==> src/rtl/alu_operand_stage_if.sv <==
// Handshake and bus bundle for the ALU operand-fetch stage: instruction input,
// writeback port, flush and the registered slot presented to the ALU.
interface alu_operand_stage_if #(
  parameter int XLEN = 64,
  parameter int AW   = 5
);
  logic            in_valid;
  logic            in_ready;
  logic [3:0]      in_mode;
  logic [AW-1:0]   in_rs1;
  logic [AW-1:0]   in_rs2;
  logic [AW-1:0]   in_rd;
  logic            in_use_imm;
  logic [XLEN-1:0] in_imm;

  logic            wb_en;
  logic [AW-1:0]   wb_rd;
  logic [XLEN-1:0] wb_data;

  logic            flush;

  logic            out_valid;
  logic            out_ready;
  logic [3:0]      out_mode;
  logic [XLEN-1:0] out_A;
  logic [XLEN-1:0] out_B;
  logic [AW-1:0]   out_rd;
  logic            out_illegal;

  modport master (
    output in_valid, in_mode, in_rs1, in_rs2, in_rd, in_use_imm, in_imm,
    output wb_en, wb_rd, wb_data, flush, out_ready,
    input  in_ready, out_valid, out_mode, out_A, out_B, out_rd, out_illegal
  );

  modport slave (
    input  in_valid, in_mode, in_rs1, in_rs2, in_rd, in_use_imm, in_imm,
    input  wb_en, wb_rd, wb_data, flush, out_ready,
    output in_ready, out_valid, out_mode, out_A, out_B, out_rd, out_illegal
  );
endinterface

==> src/rtl/alu_operand_stage.sv <==
// Operand-fetch stage in front of the 64-bit ALU: register file with writeback
// bypass, operand B select, and a single valid/ready slot kept coherent while stalled.
module alu_operand_stage #(
  parameter int XLEN = 64,
  parameter int NREG = 32,
  parameter int AW   = 5
) (
  input  logic                 clk,
  input  logic                 rst,
  alu_operand_stage_if.slave   bus
);

  logic [XLEN-1:0] regs [NREG];

  logic            wb_hit;
  logic [XLEN-1:0] src_a;
  logic [XLEN-1:0] src_b;
  logic [XLEN-1:0] op_b;
  logic            accept;
  logic            consume;

  logic            valid_q;
  logic [3:0]      mode_q;
  logic [XLEN-1:0] a_q;
  logic [XLEN-1:0] b_q;
  logic [AW-1:0]   rd_q;
  logic            illegal_q;
  logic [AW-1:0]   rs1_q;
  logic [AW-1:0]   rs2_q;
  logic            use_imm_q;

  assign wb_hit = bus.wb_en && (bus.wb_rd != '0);

  always_ff @(posedge clk or posedge rst) begin
    if (rst) begin
      for (int i = 0; i < NREG; i++) begin
        regs[i] <= '0;
      end
    end else if (wb_hit) begin
      regs[bus.wb_rd] <= bus.wb_data;
    end
  end

  // Same-cycle writeback wins over the stored value so a dependent instruction
  // never sees stale data.
  always_comb begin
    src_a = regs[bus.in_rs1];
    if (bus.in_rs1 == '0) begin
      src_a = '0;
    end else if (wb_hit && (bus.wb_rd == bus.in_rs1)) begin
      src_a = bus.wb_data;
    end
  end

  always_comb begin
    src_b = regs[bus.in_rs2];
    if (bus.in_rs2 == '0) begin
      src_b = '0;
    end else if (wb_hit && (bus.wb_rd == bus.in_rs2)) begin
      src_b = bus.wb_data;
    end
  end

  assign op_b = bus.in_use_imm ? bus.in_imm : src_b;

  assign bus.in_ready = !bus.flush && (!valid_q || bus.out_ready);
  assign accept       = bus.in_valid && bus.in_ready;
  assign consume      = valid_q && bus.out_ready;

  always_ff @(posedge clk or posedge rst) begin
    if (rst) begin
      valid_q <= 1'b0;
    end else if (bus.flush) begin
      valid_q <= 1'b0;
    end else if (accept) begin
      valid_q <= 1'b1;
    end else if (consume) begin
      valid_q <= 1'b0;
    end
  end

  // A held slot tracks writebacks to its sources so the ALU sees current values
  // once the stall releases; an immediate B is never overwritten.
  always_ff @(posedge clk or posedge rst) begin
    if (rst) begin
      mode_q    <= '0;
      a_q       <= '0;
      b_q       <= '0;
      rd_q      <= '0;
      illegal_q <= 1'b0;
      rs1_q     <= '0;
      rs2_q     <= '0;
      use_imm_q <= 1'b0;
    end else if (accept) begin
      mode_q    <= bus.in_mode;
      a_q       <= src_a;
      b_q       <= op_b;
      rd_q      <= bus.in_rd;
      illegal_q <= (bus.in_mode > 4'd5);
      rs1_q     <= bus.in_rs1;
      rs2_q     <= bus.in_rs2;
      use_imm_q <= bus.in_use_imm;
    end else if (valid_q) begin
      if (wb_hit && (bus.wb_rd == rs1_q)) begin
        a_q <= bus.wb_data;
      end
      if (wb_hit && !use_imm_q && (bus.wb_rd == rs2_q)) begin
        b_q <= bus.wb_data;
      end
    end
  end

  assign bus.out_valid   = valid_q;
  assign bus.out_mode    = mode_q;
  assign bus.out_A       = a_q;
  assign bus.out_B       = b_q;
  assign bus.out_rd      = rd_q;
  assign bus.out_illegal = illegal_q;

endmodule

==> src/flat_wrapper.sv <==
// flat-port wrapper written by rule: the top's interface ports become plain ports
module alu_operand_stage_flat 
#(
  parameter int XLEN = 64,
  parameter int NREG = 32,
  parameter int AW   = 5
)
  (clk, rst, bus_in_valid, bus_in_mode, bus_in_rs1, bus_in_rs2, bus_in_rd, bus_in_use_imm, bus_in_imm, bus_wb_en, bus_wb_rd, bus_wb_data, bus_flush, bus_out_ready, bus_in_ready, bus_out_valid, bus_out_mode, bus_out_A, bus_out_B, bus_out_rd, bus_out_illegal);
  alu_operand_stage_if #(.XLEN(XLEN), .AW(AW)) bus_i ();
  input  logic clk;
  input  logic rst;
  input wire logic [$bits(bus_i.in_valid)-1:0] bus_in_valid;
  input wire logic [$bits(bus_i.in_mode)-1:0] bus_in_mode;
  input wire logic [$bits(bus_i.in_rs1)-1:0] bus_in_rs1;
  input wire logic [$bits(bus_i.in_rs2)-1:0] bus_in_rs2;
  input wire logic [$bits(bus_i.in_rd)-1:0] bus_in_rd;
  input wire logic [$bits(bus_i.in_use_imm)-1:0] bus_in_use_imm;
  input wire logic [$bits(bus_i.in_imm)-1:0] bus_in_imm;
  input wire logic [$bits(bus_i.wb_en)-1:0] bus_wb_en;
  input wire logic [$bits(bus_i.wb_rd)-1:0] bus_wb_rd;
  input wire logic [$bits(bus_i.wb_data)-1:0] bus_wb_data;
  input wire logic [$bits(bus_i.flush)-1:0] bus_flush;
  input wire logic [$bits(bus_i.out_ready)-1:0] bus_out_ready;
  output wire logic [$bits(bus_i.in_ready)-1:0] bus_in_ready;
  output wire logic [$bits(bus_i.out_valid)-1:0] bus_out_valid;
  output wire logic [$bits(bus_i.out_mode)-1:0] bus_out_mode;
  output wire logic [$bits(bus_i.out_A)-1:0] bus_out_A;
  output wire logic [$bits(bus_i.out_B)-1:0] bus_out_B;
  output wire logic [$bits(bus_i.out_rd)-1:0] bus_out_rd;
  output wire logic [$bits(bus_i.out_illegal)-1:0] bus_out_illegal;
  assign bus_i.in_valid = bus_in_valid;
  assign bus_i.in_mode = bus_in_mode;
  assign bus_i.in_rs1 = bus_in_rs1;
  assign bus_i.in_rs2 = bus_in_rs2;
  assign bus_i.in_rd = bus_in_rd;
  assign bus_i.in_use_imm = bus_in_use_imm;
  assign bus_i.in_imm = bus_in_imm;
  assign bus_i.wb_en = bus_wb_en;
  assign bus_i.wb_rd = bus_wb_rd;
  assign bus_i.wb_data = bus_wb_data;
  assign bus_i.flush = bus_flush;
  assign bus_i.out_ready = bus_out_ready;
  assign bus_in_ready = bus_i.in_ready;
  assign bus_out_valid = bus_i.out_valid;
  assign bus_out_mode = bus_i.out_mode;
  assign bus_out_A = bus_i.out_A;
  assign bus_out_B = bus_i.out_B;
  assign bus_out_rd = bus_i.out_rd;
  assign bus_out_illegal = bus_i.out_illegal;
  alu_operand_stage #(.XLEN(XLEN), .NREG(NREG), .AW(AW)) u_core (.clk(clk), .rst(rst), .bus(bus_i));
endmodule
==> config.mk <==
export PLATFORM = sky130hd
export DESIGN_NAME = alu_operand_stage_flat
export DESIGN_NICKNAME = d
export VERILOG_FILES = /design/src/rtl/alu_operand_stage_if.sv /design/src/rtl/alu_operand_stage.sv /design/src/flat_wrapper.sv
export SDC_FILE = /design/constraint.sdc
export NUM_CORES = 2
export LEC_CHECK = 0
export ABC_AREA = 0
export CAP_MARGIN = 25
export CELL_PAD_IN_SITES_DETAIL_PLACEMENT = 1
export CELL_PAD_IN_SITES_GLOBAL_PLACEMENT = 2
export CORE_MARGIN = 4
export CORE_UTILIZATION = 25
export DETAILED_ROUTE_END_ITERATION = 12
export PLACE_DENSITY = 0.58
export SLEW_MARGIN = 5
export SYNTH_ARGS = -nofsm -noshare
export SYNTH_HDL_FRONTEND = slang
export SYNTH_SLANG_ARGS = --single-unit
==> constraint.sdc <==
create_clock -name clk -period 93.5 [get_ports clk]
set_clock_uncertainty 0.15 [all_clocks]
set_input_delay 14.025 -clock clk [delete_from_list [all_inputs] [get_ports clk]]
set_output_delay 14.025 -clock clk [all_outputs]
set_load 0.05 [all_outputs]
==> summary.md <==
| Metric | Value |
|---|---|
| Sequential-to-total area share from yosys stat | 47.4% |
| Placed Area | 0.125 sq mm |
| Initial Utilization | 25.2% |
| XOR/XNOR share of the synthesized area | 0.151% |
| Leakage power | 57.0 nW |
| Post-synth top area share | 47.4% |
| Synth cell types | 74 |
| Dpl ws | 63430 ps |
| Cells after Synth | 8326 |
| DPL Wire Length | 284 mm |
| Synthesized Nets | 8485 |
| Internal | 2.10 mW |
| CTS buffer count | 286 |
| Worst-path clk slew | 50 ps |
| Max-slew violations | 0 |
| Final Setup Violations | 0 |
| Leading cell type in the layout, fill and taps excluded | dfrtp_1 |
| Main combinational cell family by area after synthesis | multiplexers |
| Hold WS | 250 ps |
| Die W | 689 um |
| Compound-cell area share of the yosys netlist | 7.55% |
| Most frequent cells in the layout | 2198 x dfrtp_1, 1992 x mux2_2, 680 x mux2i_1, 671 x mux4_2, 292 x nand2_1 |
| Synth top area cells | dfrtp_1 47%, mux2_2 19%, mux4_2 13%, mux2i_1 5.9%, clkbuf_1 1.6% |
| Synthesis Warnings | 0 |
| CTS tree | done |
| Least-Margin Pin Slew | 1150 ps |
| Total negative slack | 0 ps |
| Final core utilization | 29.2% |
| Reg power frac | 42.4% |
| Max Cap Viol | 0 |
| Fillcell total | 48.7k |
| Area growth syn-to-layout | 16.1% |
| EDFF count, synth | 0 |
| Post-synthesis mux area share | 38.2% |
| Root Buffer | clkbuf_16 |
| Placer Congestion | 0.763 |
| Period minus WS final | 30090 ps |
| GRT Total Usage | 20.7% |
| Pin count of the biggest net entering global routing | 165 |
| Total global routing overflow | 0 |
| Syn Area/Cell | 13.9 sq um |
| Number of port buffers | 298 |
| CTS max path bufs | 4 |
| FFs w/ async S/R, synth | 100% |
| Final hold vios | 0 |
| Post-CTS Setup Inserts | 0 |
| Core area | 0.461 sq mm |
| Global-route wire length before repair | 702 mm |
| Via density | 5.42 |
| Worst Path Arrival | 15920 ps |
| Critical path fanouts, max | 2 |
| Gate power share | 20.1% |
| Area leader, netlist | dfrtp_1 |
| DRT Pass-1 Iters | 5 |
| Hold-fix buffers, CTS | 0 |
| Crit end category | primary output |
| Total Die Area | 0.475 sq mm |
| P_sw | 0.891 mW |
| DRC | 0 |
| Register area | 0.0550 sq mm |
| Synthesized area | 0.116 sq mm |
| Crit Path Class | in -> out |
| Startpoint types | input pin |
| Setup repair after global routing missed its margin | false |
| Vias in the first global route | 86.4k |
| Post-Synth Simple-Gate Area | 2.56% |
| Clk_lat worst skew | 940 ps |
| Design area | 0.135 sq mm |
| Multi-input gate area | 0.0566 sq mm |
| Share of layout cells above drive strength 1 | 41.7% |
| Final WL | 503 mm |
| Slew HR | 23.2% |
| Fin nets | 8413 |
| Num ports | 299 |
| Status | finished clean |
| Period utilization | 32.2% |
| Yosys reg bits | 2198 |
| Max IR drop VDD | 0.0143 mV |
| Htree depth | 5 |
| Switching share of power | 29.8% |
| Worst Slack Setup Final | 63410 ps |
| Max Clk Rate | 0.0332 GHz |
| Pwr dens | 22.2 mW/mm^2 |
| CTS resizes | 0 |
| Row cnt | 249 |
| CTS Sinks | 2198 |
| Post-DRT Antenna Nets | 0 |
| Die height | 689 um |
| Worst endpoint required time | 79320 ps |
| Worst hold-check path type | reg -> reg |
| Vias post-DR | 79.4k |
| Commonest register cell after synthesis | dfrtp_1 |
| First DRT Iteration DRCs | 5961 |
| Initial antenna violation count | 35 |
| Adder-cell share of the synthesized area | 0% |
| Clock share of power | 37.5% |
| Wirelength per Cell | 34.4 um |
state kept, by name, summed over array words and instances (netlist names):
signal,flops
u_core.regs,2048
u_core.bus.out_A,64
u_core.bus.out_B,64
u_core.bus.out_rd,5
u_core.rs1_q,5
u_core.rs2_q,5
u_core.bus.out_mode,4
u_core.bus.out_illegal,1
u_core.bus.out_valid,1
u_core.use_imm_q,1
metal layers:
| metal | part of all wire (%) | track usage, % | up-vias | wire (um) |
|---|---|---|---|---|
| met5 | 0.0054 | 0 | - | 27 |
| met4 | 3.8 | 6.98 | 4 | 19100 |
| met3 | 5.3 | 3.26 | 793 | 26600 |
| met2 | 48 | 34.9 | 2464 | 243000 |
| met1 | 43 | 27.0 | 44200 | 215000 |
| li1 | - | - | 31900 | - |
Yosys cell counts (all sizes together) (51+ instances only):
library cell	instances
a211oi	70
o221ai	75
mux2	1992
a22o	108
a2111oi	64
a32oi	51
a21oi	77
clkbuf	499
dfrtp	2198
a221oi	91
o22ai	236
a211o	58
buf	454
mux4	671
mux2i	680
nor2	175
o211ai	53
a22oi	83
o21ai	130
nand2	308
path summary, 6_finish.rpt:
check / to / depth (start not counted) / slack (ps) / startpoint
setup / recovery: bus_in_ready / 4 / 63410 / bus_out_ready
hold / removal: u_core.regs[2017] / 0 / 250 / u_core.regs[2017]
setup reg to reg: u_core.bus.out_A[30] / 8 / 89230 / u_core.bus.out_valid
hold reg to reg: u_core.regs[2017] / 0 / 250 / u_core.regs[2017]
max in group asynchronous: u_core.regs[1132] / 8 / 75190 / rst
min in group asynchronous: u_core.bus.out_B[14] / 2 / 13380 / rst
area by class of cell:
| cell class | instances | area share, % |
|---|---|---|
| Multi-Input combinational cell | 5170 | 42.0 |
| Sequential cell | 2198 | 40.8 |
| Clock buffer | 405 | 6.12 |
| Tap cell | 6149 | 5.71 |
| Timing Repair Buffer | 593 | 4.40 |
| Clock inverter | 104 | 0.869 |
| Antenna cell | 12 | 0.0223 |
| Inverter | 5 | 0.0195 |
power groups by stage:
stage,Sequential [mW],Combinational [mW],Clock (mW)
2_1_floorplan,1.28,0.407,0
4_1_cts,1.26,0.605,1.15
6_report,1.27,0.600,1.12
3_5_place_dp,1.28,0.603,0
3_3_place_gp,1.26,0.586,0
5_1_grt,1.29,0.643,1.19
through the flow:
stage	cells	total power, mW
floorplan	8326	1.69
global placement	14100	1.85
detailed placement	14100	1.88
CTS	14600	3.02
global route	14600	3.12
finish	14600	2.99
worst max-delay path: stages:
cell	delay [ps]
clkdlybuf4s50_1	480
and2b_1	250
nor2_1	270
clkdlybuf4s50_1	890
cells by family (layout without fill, tap and decap cells):
kind of cell / count (synthesis) / in the layout
flops: 2198 / 2198
buf+inv: 958 / 1107
xor+xnor: 20 / 20
compound gates: 1152 / 1152
mux: 3343 / 3343
other cells: 0 / 12
simple gates: 655 / 655
No activity file was read; power rests on OpenSTA's default activity.
